### src/rtl/pipeline_pkg.sv
// rtl/pipeline_pkg.sv - shared stage record, forwarding encodings and match helper for hazard_stall_unit
package pipeline_pkg;

    localparam int REG_W = 4;
    localparam logic [REG_W-1:0] PC_REG = 4'hF;

    localparam logic [1:0] FWD_RF  = 2'b00;
    localparam logic [1:0] FWD_EX  = 2'b01;
    localparam logic [1:0] FWD_MEM = 2'b10;
    localparam logic [1:0] FWD_WB  = 2'b11;

    typedef struct packed {
        logic             valid;
        logic [REG_W-1:0] rd;
        logic             rf_e;
        logic             load;
    } stage_rec_t;

    // PC reads are never forwarded from, nor stalled on, a younger producer
    function automatic logic stage_match(
        input logic             use_src,
        input logic [REG_W-1:0] src,
        input stage_rec_t       stage,
        input logic [REG_W-1:0] pc_idx
    );
        return use_src && stage.valid && stage.rf_e && (stage.rd == src) && (src != pc_idx);
    endfunction

endpackage

### src/rtl/hazard_stall_unit_if.sv
// rtl/hazard_stall_unit_if.sv - ID-stage operand bundle and hazard control outputs
interface hazard_stall_unit_if #(
    parameter int REG_W = 4
);
    logic             id_valid;
    logic [REG_W-1:0] id_rn;
    logic [REG_W-1:0] id_rm;
    logic [REG_W-1:0] id_rd;
    logic             id_use_rn;
    logic             id_use_rm;
    logic             id_use_rd;
    logic             id_rf_e;
    logic             id_load;

    logic             nop_sel;
    logic             pc_le;
    logic             ifid_le;
    logic [1:0]       fwd_a;
    logic [1:0]       fwd_b;
    logic [1:0]       fwd_c;

    modport master (
        output id_valid, id_rn, id_rm, id_rd, id_use_rn, id_use_rm, id_use_rd, id_rf_e, id_load,
        input  nop_sel, pc_le, ifid_le, fwd_a, fwd_b, fwd_c
    );

    modport slave (
        input  id_valid, id_rn, id_rm, id_rd, id_use_rn, id_use_rm, id_use_rd, id_rf_e, id_load,
        output nop_sel, pc_le, ifid_le, fwd_a, fwd_b, fwd_c
    );

endinterface

### src/rtl/fwd_select.sv
// rtl/fwd_select.sv - forwarding source select for one ID operand, youngest producer first
module fwd_select
    import pipeline_pkg::*;
#(
    parameter logic [pipeline_pkg::REG_W-1:0] PC_IDX = pipeline_pkg::PC_REG
) (
    input  logic                           id_valid,
    input  logic                           use_src,
    input  logic [pipeline_pkg::REG_W-1:0] src,
    input  stage_rec_t                     ex,
    input  stage_rec_t                     mem,
    input  stage_rec_t                     wb,
    output logic [1:0]                     sel
);

    always_comb begin
        sel = FWD_RF;
        if (id_valid) begin
            // a load in EX has no data yet; the stall covers it
            if (stage_match(use_src, src, ex, PC_IDX) && !ex.load) begin
                sel = FWD_EX;
            end else if (stage_match(use_src, src, mem, PC_IDX)) begin
                sel = FWD_MEM;
            end else if (stage_match(use_src, src, wb, PC_IDX)) begin
                sel = FWD_WB;
            end
        end
    end

endmodule

### src/rtl/hazard_stall_unit.sv
// rtl/hazard_stall_unit.sv - load-use stall and forwarding control; HAZARD_STATS_EN adds stall_count
module hazard_stall_unit #(
    parameter int               REG_W  = pipeline_pkg::REG_W,
    parameter logic [REG_W-1:0] PC_REG = pipeline_pkg::PC_REG
) (
    input  logic                clk,
    input  logic                reset,
    hazard_stall_unit_if.slave  hz
`ifdef HAZARD_STATS_EN
    ,
    output logic [15:0]         stall_count
`endif
);
    import pipeline_pkg::*;

    stage_rec_t       ex_q;
    stage_rec_t       mem_q;
    stage_rec_t       wb_q;
    stage_rec_t       id_rec;
    logic             stall;
    logic [REG_W-1:0] src_idx [3];
    logic             src_use [3];
    logic [1:0]       src_sel [3];

    assign id_rec = '{valid: hz.id_valid, rd: hz.id_rd, rf_e: hz.id_rf_e, load: hz.id_load};

    assign src_idx[0] = hz.id_rn;
    assign src_idx[1] = hz.id_rm;
    assign src_idx[2] = hz.id_rd;
    assign src_use[0] = hz.id_use_rn;
    assign src_use[1] = hz.id_use_rm;
    assign src_use[2] = hz.id_use_rd;

    always_comb begin
        stall = 1'b0;
        if (hz.id_valid && ex_q.load) begin
            for (int i = 0; i < 3; i++) begin
                if (stage_match(src_use[i], src_idx[i], ex_q, PC_REG)) begin
                    stall = 1'b1;
                end
            end
        end
    end

    assign hz.nop_sel = stall;
    assign hz.pc_le   = ~stall;
    assign hz.ifid_le = ~stall;

    always_ff @(posedge clk or posedge reset) begin
        if (reset) begin
            ex_q  <= '0;
            mem_q <= '0;
            wb_q  <= '0;
        end else begin
            wb_q  <= mem_q;
            mem_q <= ex_q;
            ex_q  <= stall ? stage_rec_t'('0) : id_rec;
        end
    end

    genvar g;
    generate
        for (g = 0; g < 3; g++) begin : g_fwd
            fwd_select #(.PC_IDX(PC_REG)) u_fwd (
                .id_valid (hz.id_valid),
                .use_src  (src_use[g]),
                .src      (src_idx[g]),
                .ex       (ex_q),
                .mem      (mem_q),
                .wb       (wb_q),
                .sel      (src_sel[g])
            );
        end
    endgenerate

    assign hz.fwd_a = src_sel[0];
    assign hz.fwd_b = src_sel[1];
    assign hz.fwd_c = src_sel[2];

`ifdef HAZARD_STATS_EN
    always_ff @(posedge clk or posedge reset) begin
        if (reset) begin
            stall_count <= '0;
        end else if (stall && (stall_count != 16'hFFFF)) begin
            stall_count <= stall_count + 16'd1;
        end
    end
`endif

endmodule
### src/flat_wrapper.sv
// flat-port wrapper written by rule: the top's interface ports become plain ports
module hazard_stall_unit_flat import pipeline_pkg::*;
#(
    parameter int               REG_W  = pipeline_pkg::REG_W,
    parameter logic [REG_W-1:0] PC_REG = pipeline_pkg::PC_REG
)
  (clk, reset, hz_id_valid, hz_id_rn, hz_id_rm, hz_id_rd, hz_id_use_rn, hz_id_use_rm, hz_id_use_rd, hz_id_rf_e, hz_id_load, hz_nop_sel, hz_pc_le, hz_ifid_le, hz_fwd_a, hz_fwd_b, hz_fwd_c);
  hazard_stall_unit_if #(.REG_W(REG_W)) hz_i ();
  input  logic clk;
  input  logic reset;
  input wire logic [$bits(hz_i.id_valid)-1:0] hz_id_valid;
  input wire logic [$bits(hz_i.id_rn)-1:0] hz_id_rn;
  input wire logic [$bits(hz_i.id_rm)-1:0] hz_id_rm;
  input wire logic [$bits(hz_i.id_rd)-1:0] hz_id_rd;
  input wire logic [$bits(hz_i.id_use_rn)-1:0] hz_id_use_rn;
  input wire logic [$bits(hz_i.id_use_rm)-1:0] hz_id_use_rm;
  input wire logic [$bits(hz_i.id_use_rd)-1:0] hz_id_use_rd;
  input wire logic [$bits(hz_i.id_rf_e)-1:0] hz_id_rf_e;
  input wire logic [$bits(hz_i.id_load)-1:0] hz_id_load;
  output wire logic [$bits(hz_i.nop_sel)-1:0] hz_nop_sel;
  output wire logic [$bits(hz_i.pc_le)-1:0] hz_pc_le;
  output wire logic [$bits(hz_i.ifid_le)-1:0] hz_ifid_le;
  output wire logic [$bits(hz_i.fwd_a)-1:0] hz_fwd_a;
  output wire logic [$bits(hz_i.fwd_b)-1:0] hz_fwd_b;
  output wire logic [$bits(hz_i.fwd_c)-1:0] hz_fwd_c;
  assign hz_i.id_valid = hz_id_valid;
  assign hz_i.id_rn = hz_id_rn;
  assign hz_i.id_rm = hz_id_rm;
  assign hz_i.id_rd = hz_id_rd;
  assign hz_i.id_use_rn = hz_id_use_rn;
  assign hz_i.id_use_rm = hz_id_use_rm;
  assign hz_i.id_use_rd = hz_id_use_rd;
  assign hz_i.id_rf_e = hz_id_rf_e;
  assign hz_i.id_load = hz_id_load;
  assign hz_nop_sel = hz_i.nop_sel;
  assign hz_pc_le = hz_i.pc_le;
  assign hz_ifid_le = hz_i.ifid_le;
  assign hz_fwd_a = hz_i.fwd_a;
  assign hz_fwd_b = hz_i.fwd_b;
  assign hz_fwd_c = hz_i.fwd_c;
  hazard_stall_unit #(.REG_W(REG_W), .PC_REG(PC_REG)) u_core (.clk(clk), .reset(reset), .hz(hz_i));
endmodule
### config.mk
export PLATFORM = sky130hd
export DESIGN_NAME = hazard_stall_unit_flat
export DESIGN_NICKNAME = d
export VERILOG_FILES = /design/src/rtl/pipeline_pkg.sv /design/src/rtl/hazard_stall_unit_if.sv /design/src/rtl/fwd_select.sv /design/src/rtl/hazard_stall_unit.sv /design/src/flat_wrapper.sv
export SDC_FILE = /design/constraint.sdc
export NUM_CORES = 1
export LEC_CHECK = 0
export CAP_MARGIN = 20
export CORE_UTILIZATION = 40
export CTS_CLUSTER_SIZE = 30
export DETAILED_ROUTE_END_ITERATION = 6
export GPL_ROUTABILITY_DRIVEN = 0
export PLACE_DENSITY = 0.67
export SETUP_SLACK_MARGIN = 0.2
export SYNTH_ARGS = -nofsm -noshare
export SYNTH_HDL_FRONTEND = slang
export SYNTH_SLANG_ARGS = --single-unit
### constraint.sdc
create_clock -name clk -period 2.9 [get_ports clk]
set_input_delay 0.435 -clock clk [delete_from_list [all_inputs] [get_ports clk]]
set_output_delay 0.435 -clock clk [all_outputs]
set_load 0.01 [all_outputs]
After elaboration in Yosys (flattened, before gate mapping)

Index checks and enable logic that the tools add are counted.

Equal/unequal tests: 12
Mux-type cells: 17
Bitwise gates (word level): 1
Reduce and logical (&&, ||, !) cells: 41

Operators by type and width:

| operator           | number |
|---|---|
| $logic_and 1x1->1  | 40 |
| $eq 4x4->1         | 9 |
| $mux 2             | 12 |
| $ne 4x4->1 const B | 3 |
| $mux 7             | 1 |
| $mux 1             | 4 |
| $logic_not 1->1    | 1 |
| $not 1->1          | 1 |

Register bits after elaboration: 19

Longest topological paths before layout

Gate-level depths: netlist of run 1.

Word-level depth: 9
Gate-level depth with buffers: 5

By module

From an unflattened synthesis of run 1, not the netlist that was laid out.

Cells, all modules: 160
Area total of the unflattened synthesis: 1514.0 um^2

Modules (own cells, without submodules):

| module            | instances | cells an instance | area each (um^2) | sequential area each (um^2) |
|---|---|---|---|---|
| hazard_stall_unit | 1         | 79                | 913.4            | 525.5 |
| fwd_select        | 3         | 27                | 200.2            | 0.0 |

Least setup slack after synthesis of run 1

OpenSTA, ideal clock, no wires.

Path kind: flip-flop to output port
Start point: register u_core.ex_q[4] in the netlist's numbering
End point: output port hz_pc_le
Arrival time: 1448 ps
Path slack: 1017 ps
Stages on the path, launching flop included: 6
Buffers on the path: 1
Path through: dfrtp_1 > xnor2_1 > nand3_1 > nor4_4 > o311ai_4 > buf_4

Cells in the longest elaborated chain, start to end: 8
Elaborated cells on any way between the ends: 14
Classes of those cells: 3 x eq/ne; 4 x mux; 1 x bitwise; 6 x reduce/logical

Ends and longest elaborated chain:

| what                           | RTL line                | source |
|---|---|---|
| from (decl)                    | hazard_stall_unit.sv:16 | `stage_rec_t ex_q;` |
| from (signal assigned)         | hazard_stall_unit.sv:57 | `ex_q <= stall ? stage_rec_t'('0) : id_rec;` |
| $eq 4x4->1                     | pipeline_pkg.sv:26      | `return use_src && stage.valid && stage.rf_e && (stage.rd == src) && (src != pc_idx);` |
| $logic_and 1x1->1 (2 in a row) | pipeline_pkg.sv:26      |  |
| $mux 1 (2 in a row)            | hazard_stall_unit.sv:38 | `if (stage_match(src_use[i], src_idx[i], ex_q, PC_REG)) begin` |
| $mux 1 *                       | hazard_stall_unit.sv:38 |  |
| $mux 1 *                       | hazard_stall_unit.sv:36 | `if (hz.id_valid && ex_q.load) begin` |
| $not 1->1 *                    | n/a                     |  |
| to (decl)                      | flat_wrapper.sv:21      | `output wire logic [$bits(hz_i.pc_le)-1:0] hz_pc_le;` |

Mark *: on every way between the ends. The rest lies on a longest branch, timed or not.

Final worst setup path of run 1

Start point: input port hz_id_use_rd
End point: output port hz_fwd_c[1]

Cells in the longest elaborated chain, start to end: 8
Elaborated cells on any way between the ends: 17
Classes of those cells: 4 x mux; 13 x reduce/logical

Ends and longest elaborated chain:

| what                           | RTL line           | source |
|---|---|---|
| from (decl)                    | flat_wrapper.sv:17 | `input wire logic [$bits(hz_i.id_use_rd)-1:0] hz_id_use_rd;` |
| $logic_and 1x1->1 (4 in a row) | pipeline_pkg.sv:26 |  |
| $mux 2                         | fwd_select.sv:24   | `end else if (stage_match(use_src, src, wb, PC_IDX)) begin` |
| $mux 2                         | fwd_select.sv:22   | `end else if (stage_match(use_src, src, mem, PC_IDX)) begin` |
| $mux 2 *                       | fwd_select.sv:20   | `if (stage_match(use_src, src, ex, PC_IDX) && !ex.load) begin` |
| $mux 2 *                       | fwd_select.sv:18   | `if (id_valid) begin` |
| to (decl)                      | flat_wrapper.sv:25 | `output wire logic [$bits(hz_i.fwd_c)-1:0] hz_fwd_c;` |

Marked as above.

==> impl_metrics.env, run 1 <==
export IMPL_status="completed"
export IMPL_grt_use_total_pct=18.1
export IMPL_synth_top_area_cell="sky130_fd_sc_hd__dfrtp_1"
export IMPL_synth_top_area_share_pct=40.9
export IMPL_power_net_switching_mw=0.155
export IMPL_critPathMaxStageDelay_ns=0.55
export IMPL_leakage_component_of_the_power_nw=0.612
export IMPL_via_per_inst=5.44
export IMPL_synth_top_flop_cell="sky130_fd_sc_hd__dfrtp_1"
export IMPL_die_area_mm2=0.00313
export IMPL_power_share_combinational_pct=22.4
export IMPL_type_of_the_setup_path_with_the_least_slack="primary input to output pin"
export IMPL_grt_pass1_wl_um=4390
export IMPL_crit_chain="clkdlybuf4s50_1, nand2_1, nor4_1, o21ai_0, nor2_1, clkdlybuf4s50_1"
export IMPL_report_final_slew_viol_count=0
export IMPL_initial_antenna_violation_count=0
export IMPL_first_drt_iteration_drcs=16
export IMPL_critical_path_top_cell_by_count="sky130_fd_sc_hd__clkdlybuf4s50_1"
export IMPL_syn_area_mm2=0.00116
export IMPL_grt_setup_unrepaired="true"
export IMPL_fillers=267
export IMPL_crit_path_start_kind="primary input"
export IMPL_tightestPinTransition_ns=0.672
export IMPL_wl_per_cell_um=15.4
export IMPL_synth_top_cells_by_count="sky130_fd_sc_hd__xnor2_1, sky130_fd_sc_hd__dfrtp_1, sky130_fd_sc_hd__nand3_1"
export IMPL_cellInternalPower_mw=0.394
export IMPL_power_sequential_fraction_pct=54.6
export IMPL_initial_utilization_pct=42.2
export IMPL_detail_route_drc_violations=0
export IMPL_finalCritPeriodShare_pct=91.8
export IMPL_ir_worst_vdd_v=0.000301
export IMPL_synth_yosys_warnings=0
export IMPL_cap_viol_max_count=0
export IMPL_worst_endpoint_required_ns=2.47
export IMPL_critical_path_slowest_cell="sky130_fd_sc_hd__clkdlybuf4s50_1"
export IMPL_setup_viol_count_final=0
export IMPL_finalPower_mw=0.549
export IMPL_die_height_um=55.9
export IMPL_cp_data_arrival_time_ns=2.23
export IMPL_most_frequently_used_cell_type_in_the_post_synthesis_netlist="sky130_fd_sc_hd__xnor2_1"
export IMPL_clk_pwr_share_pct=23.0
export IMPL_floorplan_core_area_mm2=0.00276
export IMPL_net_count_final=170
export IMPL_netlist_instances=114
export IMPL_cts_buffers=3
export IMPL_std_cell_rows=19
export IMPL_yosys_top_cells_area="sky130_fd_sc_hd__dfrtp_1, sky130_fd_sc_hd__xnor2_1, sky130_fd_sc_hd__xor2_1"
export IMPL_timing_clock_skew_ns=0.00342
export IMPL_dp_final_hpwl_um=2240
export IMPL_place_worst_setup_slack_ns=-0.00473
export IMPL_clkSinkCount=19
export IMPL_hold_path_class="flip-flop to flip-flop"
export IMPL_maxSlewHeadroom_pct=55.1
export IMPL_power_switching_fraction_pct=28.3
export IMPL_cts_path_max_buffers=2
export IMPL_critical_path_n_buffers_inverters=2
export IMPL_syn2layout_area_growth_pct=33.2
export IMPL_first_pass_iters=4
export IMPL_cp_end_kind="output pin"
export IMPL_gr_total_overflow=0
export IMPL_critPathMaxFanout=4
export IMPL_clock_tree_htree_level_count=1
export IMPL_route_final_wire_length_um=2770
export IMPL_synth_avg_cell_area_um2=10.2
export IMPL_achievable_frequency_mhz=376
export IMPL_postSynth_asyncResetShare_pct=100
export IMPL_dr_total_vias=980
export IMPL_timing_critical_path_max_delay_family="buffers and inverters"
export IMPL_num_io_pins=29
export IMPL_fin_ws_ns=0.237
export IMPL_clock_tree_from_tritoncts="done"
export IMPL_ys_types=22
export IMPL_final_hold_violation_count=0
export IMPL_die_width_um=55.9
export IMPL_clock_tree_root_driver_cell="sky130_fd_sc_hd__clkbuf_4"
export IMPL_synth_nets=134
export IMPL_timing_final_crit_period_ns=2.66
export IMPL_grt_start_max_net_pins=20
export IMPL_grt_pass1_vias=992
export IMPL_power_per_cell_area_mw_per_mm2=355
export IMPL_synth_sequential_area_ratio_pct=40.9
export IMPL_worst_setup_hold_path_clk_slew_ns=0.09
export IMPL_clk_latency_ns=0.29
export IMPL_final_antenna_net_count=0
export IMPL_final_layout_size_suffix_gt1_share_pct=11.4
export IMPL_number_of_flops_mapped_to_enable_cells_by_yosys=0
export IMPL_port_buffer_count=28
export IMPL_yosys_register_bits=19
export IMPL_antenna_diode_count=0
worst register-to-register path: cells and delay by family, from the launching register on:
kind,cells,cell delay (ns)
DFF,1,0.47
xor gates and xnor gates,1,0.22
buffers and inverters,1,0.19
AOI/OAI and AO/OA,1,0.15
and+or+nand+nor,3,0.60
metal layers:
metal	vias to the layer above	track usage (%)	wire length, um
met1	466	21.6	1170
li1	470	-	-
met5	-	0	0
met4	0	9.76	109
met3	12	3.02	145
met2	32	31.2	1350
power by group through the flow:
stage / clock network, mW / logic (mW) / registers [mW]
6_report: 0.127 / 0.123 / 0.300
5_1_grt: 0.140 / 0.134 / 0.302
4_1_cts: 0.130 / 0.122 / 0.299
3_5_place_dp: 0 / 0.124 / 0.305
3_3_place_gp: 0 / 0.121 / 0.304
2_1_floorplan: 0 / 0.0701 / 0.299
final timing paths:
check	start	cells after the start	to	slack [ns]
worst max-delay path	hz_id_use_rd	6	hz_fwd_c[1]	0.24
max in group asynchronous	reset	2	u_core.ex_q[3]$_DFF_PP0_	1.90
min in group asynchronous	reset	2	u_core.mem_q[3]$_DFF_PP0_	0.53
worst min register to register	u_core.mem_q[1]$_DFF_PP0_	0	u_core.wb_q[1]$_DFF_PP0_	0.39
worst min-delay path	u_core.mem_q[1]$_DFF_PP0_	0	u_core.wb_q[1]$_DFF_PP0_	0.39
worst max register to register	u_core.ex_q[5]$_DFF_PP0_	6	u_core.ex_q[2]$_DFF_PP0_	1.18
cell type report:
cell class	instances	area, um^2	share of cell area, %
Inverter	3	11.3	0.728
Timing Repair Buffer	32	293	18.9
Clock buffer	4	26.3	1.70
Multi-Input combinational cell	91	702	45.4
Tap cell	31	38.8	2.51
Sequential cell	19	477	30.8
layout by cell type (no fill, tap or decap):
master	count
sky130_fd_sc_hd__xnor2_1	29
sky130_fd_sc_hd__dfrtp_1	18
sky130_fd_sc_hd__dlygate4sd2_1	16
sky130_fd_sc_hd__nand3_1	11
sky130_fd_sc_hd__clkdlybuf4s50_1	11
sky130_fd_sc_hd__xor2_1	7
sky130_fd_sc_hd__nand2_1	6
sky130_fd_sc_hd__and2_1	6
sky130_fd_sc_hd__nand4_1	4
sky130_fd_sc_hd__nor4_2	4
sky130_fd_sc_hd__buf_4	4
sky130_fd_sc_hd__inv_1	3
sky130_fd_sc_hd__nor4_1	3
sky130_fd_sc_hd__nor2b_1	3
sky130_fd_sc_hd__o21a_1	3
sky130_fd_sc_hd__o21ai_0	3
sky130_fd_sc_hd__clkbuf_4	3
sky130_fd_sc_hd__a21oi_1	2
sky130_fd_sc_hd__nor3_4	1
sky130_fd_sc_hd__nor3_2	1
sky130_fd_sc_hd__nand2_2	1
sky130_fd_sc_hd__nor4_4	1
sky130_fd_sc_hd__o311ai_4	1
sky130_fd_sc_hd__nand2b_1	1
sky130_fd_sc_hd__a21boi_0	1
sky130_fd_sc_hd__nor4b_1	1
sky130_fd_sc_hd__nor3_1	1
sky130_fd_sc_hd__nor2_1	1
sky130_fd_sc_hd__clkbuf_1	1
sky130_fd_sc_hd__dlymetal6s2s_1	1
sky130_fd_sc_hd__dfrtp_2	1
logic make-up (layout without fill, tap and decap cells):
kind of cell           count (synthesis)  in the layout  share of synthesized area [%]
AND/OR/NAND/NOR                       45             45                           23.4
XOR/XNOR                              36             36                           27.1
flip-flops                            19             19                           40.9
AO/OA/AOI/OAI                         10             10                           7.00
buffers and inverters                  4             39                           1.61
sequential cells by signal, indices dropped and copies added, names as in the netlist:
register and flops:
u_core.wb_q 6, u_core.ex_q 7, u_core.mem_q 6
what timing repair did:
item | CTS | global route
setup endpoints to repair | 9 | 5
setup buffers | 0 | 0
pin swaps | 4 | 2
hold buffers | 0 | 0
resized for setup | 20 | 4
through the flow:
step / util [%] / TNS [ns] / hold slack, ns / instance area (um^2) / cells
floorplan: - / 0 / 0.354 / 1160 / 114
global placement: 54.5 / 0 / 0.358 / 1500 / 176
detailed placement: 54.5 / -0.00843 / 0.371 / 1500 / 176
CTS: 55.5 / 0 / 0.393 / 1530 / 180
global route: 56.1 / 0 / 0.400 / 1550 / 180
finish: 56.1 / 0 / 0.388 / 1550 / 180
Note: power is estimated with default switching activity, not from simulation.
==> inputs of run 2 (changes only) <==
--- a/config.mk
+++ b/config.mk
@@ -6,6 +6,7 @@
 export NUM_CORES = 1
 export LEC_CHECK = 0
 export CAP_MARGIN = 20
+export CORE_ASPECT_RATIO = 1.25
 export CORE_UTILIZATION = 40
 export CTS_CLUSTER_SIZE = 30
 export DETAILED_ROUTE_END_ITERATION = 6
==> impl_metrics.env, run 2 (synthesis gave the netlist of run 1 again) <==
export IMPL_via_per_inst=5.28
export IMPL_die_height_um=62.3
export IMPL_worst_setup_hold_path_clk_slew_ns=0.10
export IMPL_multi_input_area_um2=762
export IMPL_floorplan_core_area_mm2=0.00271
export IMPL_achievable_frequency_mhz=375
export IMPL_initial_utilization_pct=42.9
export IMPL_timing_final_crit_period_ns=2.66
export IMPL_clock_tree_root_driver_cell="sky130_fd_sc_hd__clkbuf_4"
export IMPL_rr_startpoint="u_core.ex_q[4]$_DFF_PP0_"
export IMPL_num_io_pins=29
export IMPL_seqCellArea_um2=479
export IMPL_worst_endpoint_required_ns=2.47
export IMPL_gr_total_overflow=0
export IMPL_routed_wl_met3_um=158
export IMPL_antenna_diode_count=0
export IMPL_startpoint="hz_id_use_rm"
export IMPL_route_final_wire_length_um=2970
export IMPL_cts_buffers=3
export IMPL_post_layout_inst_area_mm2=0.00163
export IMPL_clk_latency_ns=0.29
export IMPL_tns_ns=0
export IMPL_initial_antenna_violation_count=0
export IMPL_drt_met1_wl_um=1170
export IMPL_die_width_um=50.2
export IMPL_grt_use_total_pct=20.7
export IMPL_final_layout_size_suffix_gt1_share_pct=18.7
export IMPL_grt_pass1_vias=1054
export IMPL_first_drt_iteration_drcs=18
export IMPL_first_pass_iters=4
export IMPL_ff2ff_setup_slack_ns=1.19
export IMPL_syn2layout_area_growth_pct=40.4
export IMPL_critical_path_reg2reg_endpoint="u_core.ex_q[5]$_DFF_PP0_"
export IMPL_detail_route_drc_violations=0
export IMPL_dp_final_hpwl_um=2230
export IMPL_route_met2_wl_um=1540
export IMPL_net_count_final=171
export IMPL_finalPower_mw=0.564
export IMPL_most_used_cells_in_the_layout_excluding_fill_and_tap_cells="sky130_fd_sc_hd__xnor2_1, sky130_fd_sc_hd__dfrtp_1, sky130_fd_sc_hd__clkdlybuf4s50_1, sky130_fd_sc_hd__dlygate4sd2_1, sky130_fd_sc_hd__nand3_1"
export IMPL_layout_commonest_cell="sky130_fd_sc_hd__xnor2_1"
export IMPL_power_per_cell_area_mw_per_mm2=345
export IMPL_grt_pass1_wl_um=4800
export IMPL_setup_viol_count_final=0
export IMPL_maxSlewHeadroom_pct=52.2
export IMPL_wl_per_cell_um=16.1
export IMPL_final_hold_violation_count=0
export IMPL_grt_setup_unrepaired="true"
export IMPL_dpl_cell_area_mm2=0.00151
export IMPL_hold_path_class="flip-flop to flip-flop"
export IMPL_clock_tree_from_tritoncts="done"
export IMPL_max_flop_register="u_core.ex_q"
export IMPL_critPathMaxFanout=3
export IMPL_std_cell_rows=21
export IMPL_die_area_mm2=0.00313
export IMPL_endpoint="hz_fwd_b[0]"
export IMPL_worstRegToRegCells=6
export IMPL_largest_reg_flops=7
export IMPL_layout_top_registers="u_core.ex_q: 7 flops, u_core.mem_q: 6 flops, u_core.wb_q: 6 flops"
export IMPL_clock_tree_htree_level_count=1
export IMPL_cp_end_kind="output pin"
export IMPL_cts_path_max_buffers=2
export IMPL_top_signal_layer_used="met4"
export IMPL_fillers=251
export IMPL_cp_data_arrival_time_ns=2.23
export IMPL_leakage_component_of_the_power_nw=0.641
export IMPL_report_final_slew_viol_count=0
export IMPL_cts_hold_buffers=0
export IMPL_crit_path_start_kind="primary input"
export IMPL_grt_start_max_net_pins=20
export IMPL_cap_viol_max_count=0
export IMPL_final_antenna_net_count=0
export IMPL_dr_total_vias=972
export IMPL_type_of_the_setup_path_with_the_least_slack="primary input to output pin"
export IMPL_finalCritPeriodShare_pct=91.9
export IMPL_status="completed"
export IMPL_port_buffer_count=28
export IMPL_timing_clock_skew_ns=0.00190
export IMPL_tightestPinTransition_ns=0.717
export IMPL_clkSinkCount=19
export IMPL_ir_worst_vdd_v=0.000255
-- run 2: changes by cell type in the layout (fill, tap and decap cells not counted), moves of 2 or more --
cell,change
sky130_fd_sc_hd__dlygate4sd2_1,-4
sky130_fd_sc_hd__dfrtp_1,-2
sky130_fd_sc_hd__dfrtp_2,+2
sky130_fd_sc_hd__dlymetal6s2s_1,+2
sky130_fd_sc_hd__nand3_1,-2
sky130_fd_sc_hd__nand3_2,+2
sky130_fd_sc_hd__nor4_1,-2
sky130_fd_sc_hd__nor4_4,+2
sky130_fd_sc_hd__xnor2_1,-2
sky130_fd_sc_hd__xnor2_2,+2
-- run 2: area by class of cell --
| type | instances | area share, % |
|---|---|---|
| Inverter | 3 | 0.690 |
| Sequential cell | 19 | 29.4 |
| Clock buffer | 4 | 1.61 |
| Multi-Input combinational cell | 91 | 46.7 |
| Timing Repair Buffer | 33 | 19.0 |
| Tap cell | 34 | 2.61 |
-- run 2: metal layers --
metal | vias to the layer above | GRT usage (%)
met5 | - | 0
met4 | 0 | 12.1
met3 | 9 | 3.43
met2 | 32 | 34.0
met1 | 464 | 24.8
li1 | 467 | -
-- run 2: where the power goes --
part / internal [mW] / switching, mW
logic: 0.0638 / 0.0668
clock network: 0.0536 / 0.0776
registers: 0.280 / 0.0222
total: 0.397 / 0.167
-- run 2: worst max-delay path, cell delays in order --
cell,delay [ns]
sky130_fd_sc_hd__clkdlybuf4s50_1,0.51
sky130_fd_sc_hd__nand2_2,0.13
sky130_fd_sc_hd__nor4_4,0.32
sky130_fd_sc_hd__nor2b_2,0.19
sky130_fd_sc_hd__o21a_1,0.11
sky130_fd_sc_hd__clkdlybuf4s50_1,0.53
-- run 2: worst min-delay path by stage --
stage / from / to / slack (ns) / depth (start not counted)
floorplan: u_core.mem_q[1]$_DFF_PP0_ / u_core.wb_q[1]$_DFF_PP0_ / 0.35 / 0
CTS: u_core.mem_q[1]$_DFF_PP0_ / u_core.wb_q[1]$_DFF_PP0_ / 0.39 / 0
global placement: u_core.mem_q[1]$_DFF_PP0_ / u_core.wb_q[1]$_DFF_PP0_ / 0.36 / 0
detailed placement: u_core.mem_q[1]$_DFF_PP0_ / u_core.wb_q[1]$_DFF_PP0_ / 0.36 / 0
finish: u_core.mem_q[1]$_DFF_PP0_ / u_core.wb_q[1]$_DFF_PP0_ / 0.38 / 0
global route: u_core.mem_q[1]$_DFF_PP0_ / u_core.wb_q[1]$_DFF_PP0_ / 0.40 / 0
-- run 2: repair_timing --
action / in CTS / in global routing
setup endpoints to repair: 9 / 7
pin swaps: 2 / 4
gates resized for setup: 20 / 16
setup buffers: 0 / 1
-- run 2: through the flow --
stage	cells	setup slack (ns)	util (%)	hold slack, ns
after floorplan	114	1.02	-	0.354
after global placement	179	0.0401	55.7	0.358
after detailed placement	179	0.0210	55.7	0.361
after CTS	183	0.260	57.4	0.385
after global routing	184	0.140	60.3	0.405
final	184	0.235	60.3	0.383
==> inputs of run 3 (changes only) <==
--- a/config.mk
+++ b/config.mk
@@ -11,8 +11,10 @@
 export CTS_CLUSTER_SIZE = 30
 export DETAILED_ROUTE_END_ITERATION = 6
 export GPL_ROUTABILITY_DRIVEN = 0
-export PLACE_DENSITY = 0.67
+export HOLD_SLACK_MARGIN = 0.05
+export REMOVE_ABC_BUFFERS = 1
 export SETUP_SLACK_MARGIN = 0.2
 export SYNTH_ARGS = -nofsm -noshare
 export SYNTH_HDL_FRONTEND = slang
+export SYNTH_HIERARCHICAL = 1
 export SYNTH_SLANG_ARGS = --single-unit
==> impl_metrics.env, run 3 <==
export IMPL_status="completed"
export IMPL_grt_use_total_pct=20.5
export IMPL_post_cts_buffers=0
export IMPL_cts_buffers=3
export IMPL_fin_hold_ws_ns=0.443
export IMPL_type_of_the_setup_path_with_the_least_slack="primary input to output pin"
export IMPL_die_width_um=56.1
export IMPL_grt_setup_unrepaired="true"
export IMPL_min_delay_worst_endpoint="u_core/wb_q[6]$_DFF_PP0_"
export IMPL_fillers=320
export IMPL_synth_yosys_warnings=6
export IMPL_critical_path_reg2reg_endpoint="u_core/ex_q[3]$_DFF_PP0_"
export IMPL_startpoint="hz_id_rm[0]"
export IMPL_first_pass_iters=4
export IMPL_final_hold_violation_count=0
export IMPL_grt_start_max_net_pins=20
export IMPL_report_final_slew_viol_count=0
export IMPL_port_buffer_count=28
export IMPL_place_worst_setup_slack_ns=-0.0729
export IMPL_leakage_component_of_the_power_nw=0.807
export IMPL_seqCellArea_um2=475
export IMPL_clk_latency_ns=0.25
export IMPL_ir_worst_vdd_v=0.000419
export IMPL_die_area_mm2=0.00391
export IMPL_hold_path_class="flip-flop to flip-flop"
export IMPL_worst_endpoint_required_ns=2.47
export IMPL_cp_data_arrival_time_ns=2.23
export IMPL_syn2layout_area_growth_pct=37.3
export IMPL_die_height_um=69.6
export IMPL_multi_input_area_um2=950
export IMPL_fin_ws_ns=0.232
export IMPL_clock_tree_root_driver_cell="sky130_fd_sc_hd__clkbuf_8"
export IMPL_clock_tree_htree_level_count=1
export IMPL_max_flop_register="u_core/ex_q"
export IMPL_min_path_cells=0
export IMPL_final_antenna_net_count=0
export IMPL_grt_pass1_wl_um=6420
export IMPL_final_layout_size_suffix_gt1_share_pct=22.2
export IMPL_maxSlewHeadroom_pct=52.8
export IMPL_timing_clock_skew_ns=0.00359
export IMPL_cts_path_max_buffers=2
export IMPL_first_drt_iteration_drcs=33
export IMPL_critPathMaxFanout=5
export IMPL_most_used_cells_in_the_layout_excluding_fill_and_tap_cells="sky130_fd_sc_hd__xnor2_1, sky130_fd_sc_hd__buf_4, sky130_fd_sc_hd__nand3_1"
export IMPL_finalCritPeriodShare_pct=92.0
export IMPL_wl_per_cell_um=14.9
export IMPL_grt_pass1_vias=1387
export IMPL_rr_startpoint="u_core/ex_q[5]$_DFF_PP0_"
export IMPL_detail_route_drc_violations=0
export IMPL_antenna_diode_count=0
export IMPL_ff2ff_setup_slack_ns=1.06
export IMPL_timing_final_crit_period_ns=2.67
export IMPL_syn_area_mm2=0.00146
export IMPL_route_final_wire_length_um=3740
export IMPL_via_per_inst=5.35
export IMPL_std_cell_rows=24
export IMPL_dr_total_vias=1342
export IMPL_layout_top_registers="u_core/ex_q: 7 flops, u_core/mem_q: 6 flops, u_core/wb_q: 6 flops"
export IMPL_cap_viol_max_count=0
export IMPL_worst_setup_hold_path_clk_slew_ns=0.07
export IMPL_achievable_frequency_mhz=375
export IMPL_netlist_instances=158
export IMPL_setup_viol_count_final=0
export IMPL_timing_hold_worst_start="u_core/mem_q[6]$_DFF_PP0_"
export IMPL_crit_path_start_kind="primary input"
export IMPL_net_count_final=233
export IMPL_cts_hold_buffers=0
export IMPL_clkSinkCount=19
export IMPL_tightestPinTransition_ns=0.707
export IMPL_worstRegToRegCells=5
export IMPL_finish_utilization_pct=57.7
export IMPL_layout_commonest_cell="sky130_fd_sc_hd__xnor2_1"
export IMPL_largest_reg_flops=7
export IMPL_cp_end_kind="output pin"
export IMPL_synth_avg_cell_area_um2=9.27
export IMPL_num_io_pins=29
export IMPL_power_per_cell_area_mw_per_mm2=361
export IMPL_floorplan_core_area_mm2=0.00348
export IMPL_dp_final_hpwl_um=3110
export IMPL_finalPower_mw=0.726
export IMPL_initial_antenna_violation_count=0
export IMPL_initial_utilization_pct=42.0
export IMPL_clock_tree_from_tritoncts="done"
export IMPL_gr_total_overflow=0
## run 3: area by class of cell
| class | count | share of cell area [%] |
|---|---|---|
| clock inverter | 1 | 0.374 |
| multi-input combinational | 131 | 47.3 |
| inverter | 3 | 0.560 |
| sequential | 19 | 23.7 |
| timing repair buffer | 55 | 23.7 |
| tap | 39 | 2.43 |
| clock buffer | 3 | 2.05 |
## run 3: how the worst max path moves through the flow
stage                       to  cells past startpoint  slack [ns]
global placement    hz_nop_sel                      6       -0.07
finish              hz_ifid_le                      6        0.23
global route        hz_ifid_le                      6        0.15
floorplan           hz_ifid_le                      4        0.78
detailed placement  hz_nop_sel                      6       -0.07
CTS                 hz_ifid_le                      6        0.15
## run 3: report_power, final
group | internal [mW] | switching [mW]
Clock | 0.0966 | 0.0889
Combinational | 0.121 | 0.0991
Sequential | 0.285 | 0.0356
Total | 0.503 | 0.224
## run 3: per-stage QoR
stage	cell area (um^2)	setup TNS [ns]	instances
floorplan	1420	0	153
global placement	1960	-0.263	247
detailed placement	1960	-0.297	247
CTS	2000	0	251
global route	2010	0	251
finish	2010	0	251
## run 3: timing repair
action                     in CTS  in global routing
hold endpoints to repair        0                  0
pin swaps                       0                  2
gates resized for setup        12                 16
setup endpoints to repair       9                  9
## run 3: layer usage
layer  vias up  GRT usage [%]  part of all wire (%)
li1        667              -                     -
met4         0           2.44                  0.13
met1       642           24.2                    42
met2        31           39.8                    55
met3         2           2.43                   2.8
met5         -              0                     0
## run 3: worst max-delay path, cell delays in order
cell                              delay, ns
sky130_fd_sc_hd__clkdlybuf4s50_1       0.53
sky130_fd_sc_hd__xor2_1                0.19
sky130_fd_sc_hd__or4_4                 0.51
sky130_fd_sc_hd__o22ai_4               0.16
sky130_fd_sc_hd__o211ai_1              0.14
sky130_fd_sc_hd__clkdlybuf4s15_1       0.27
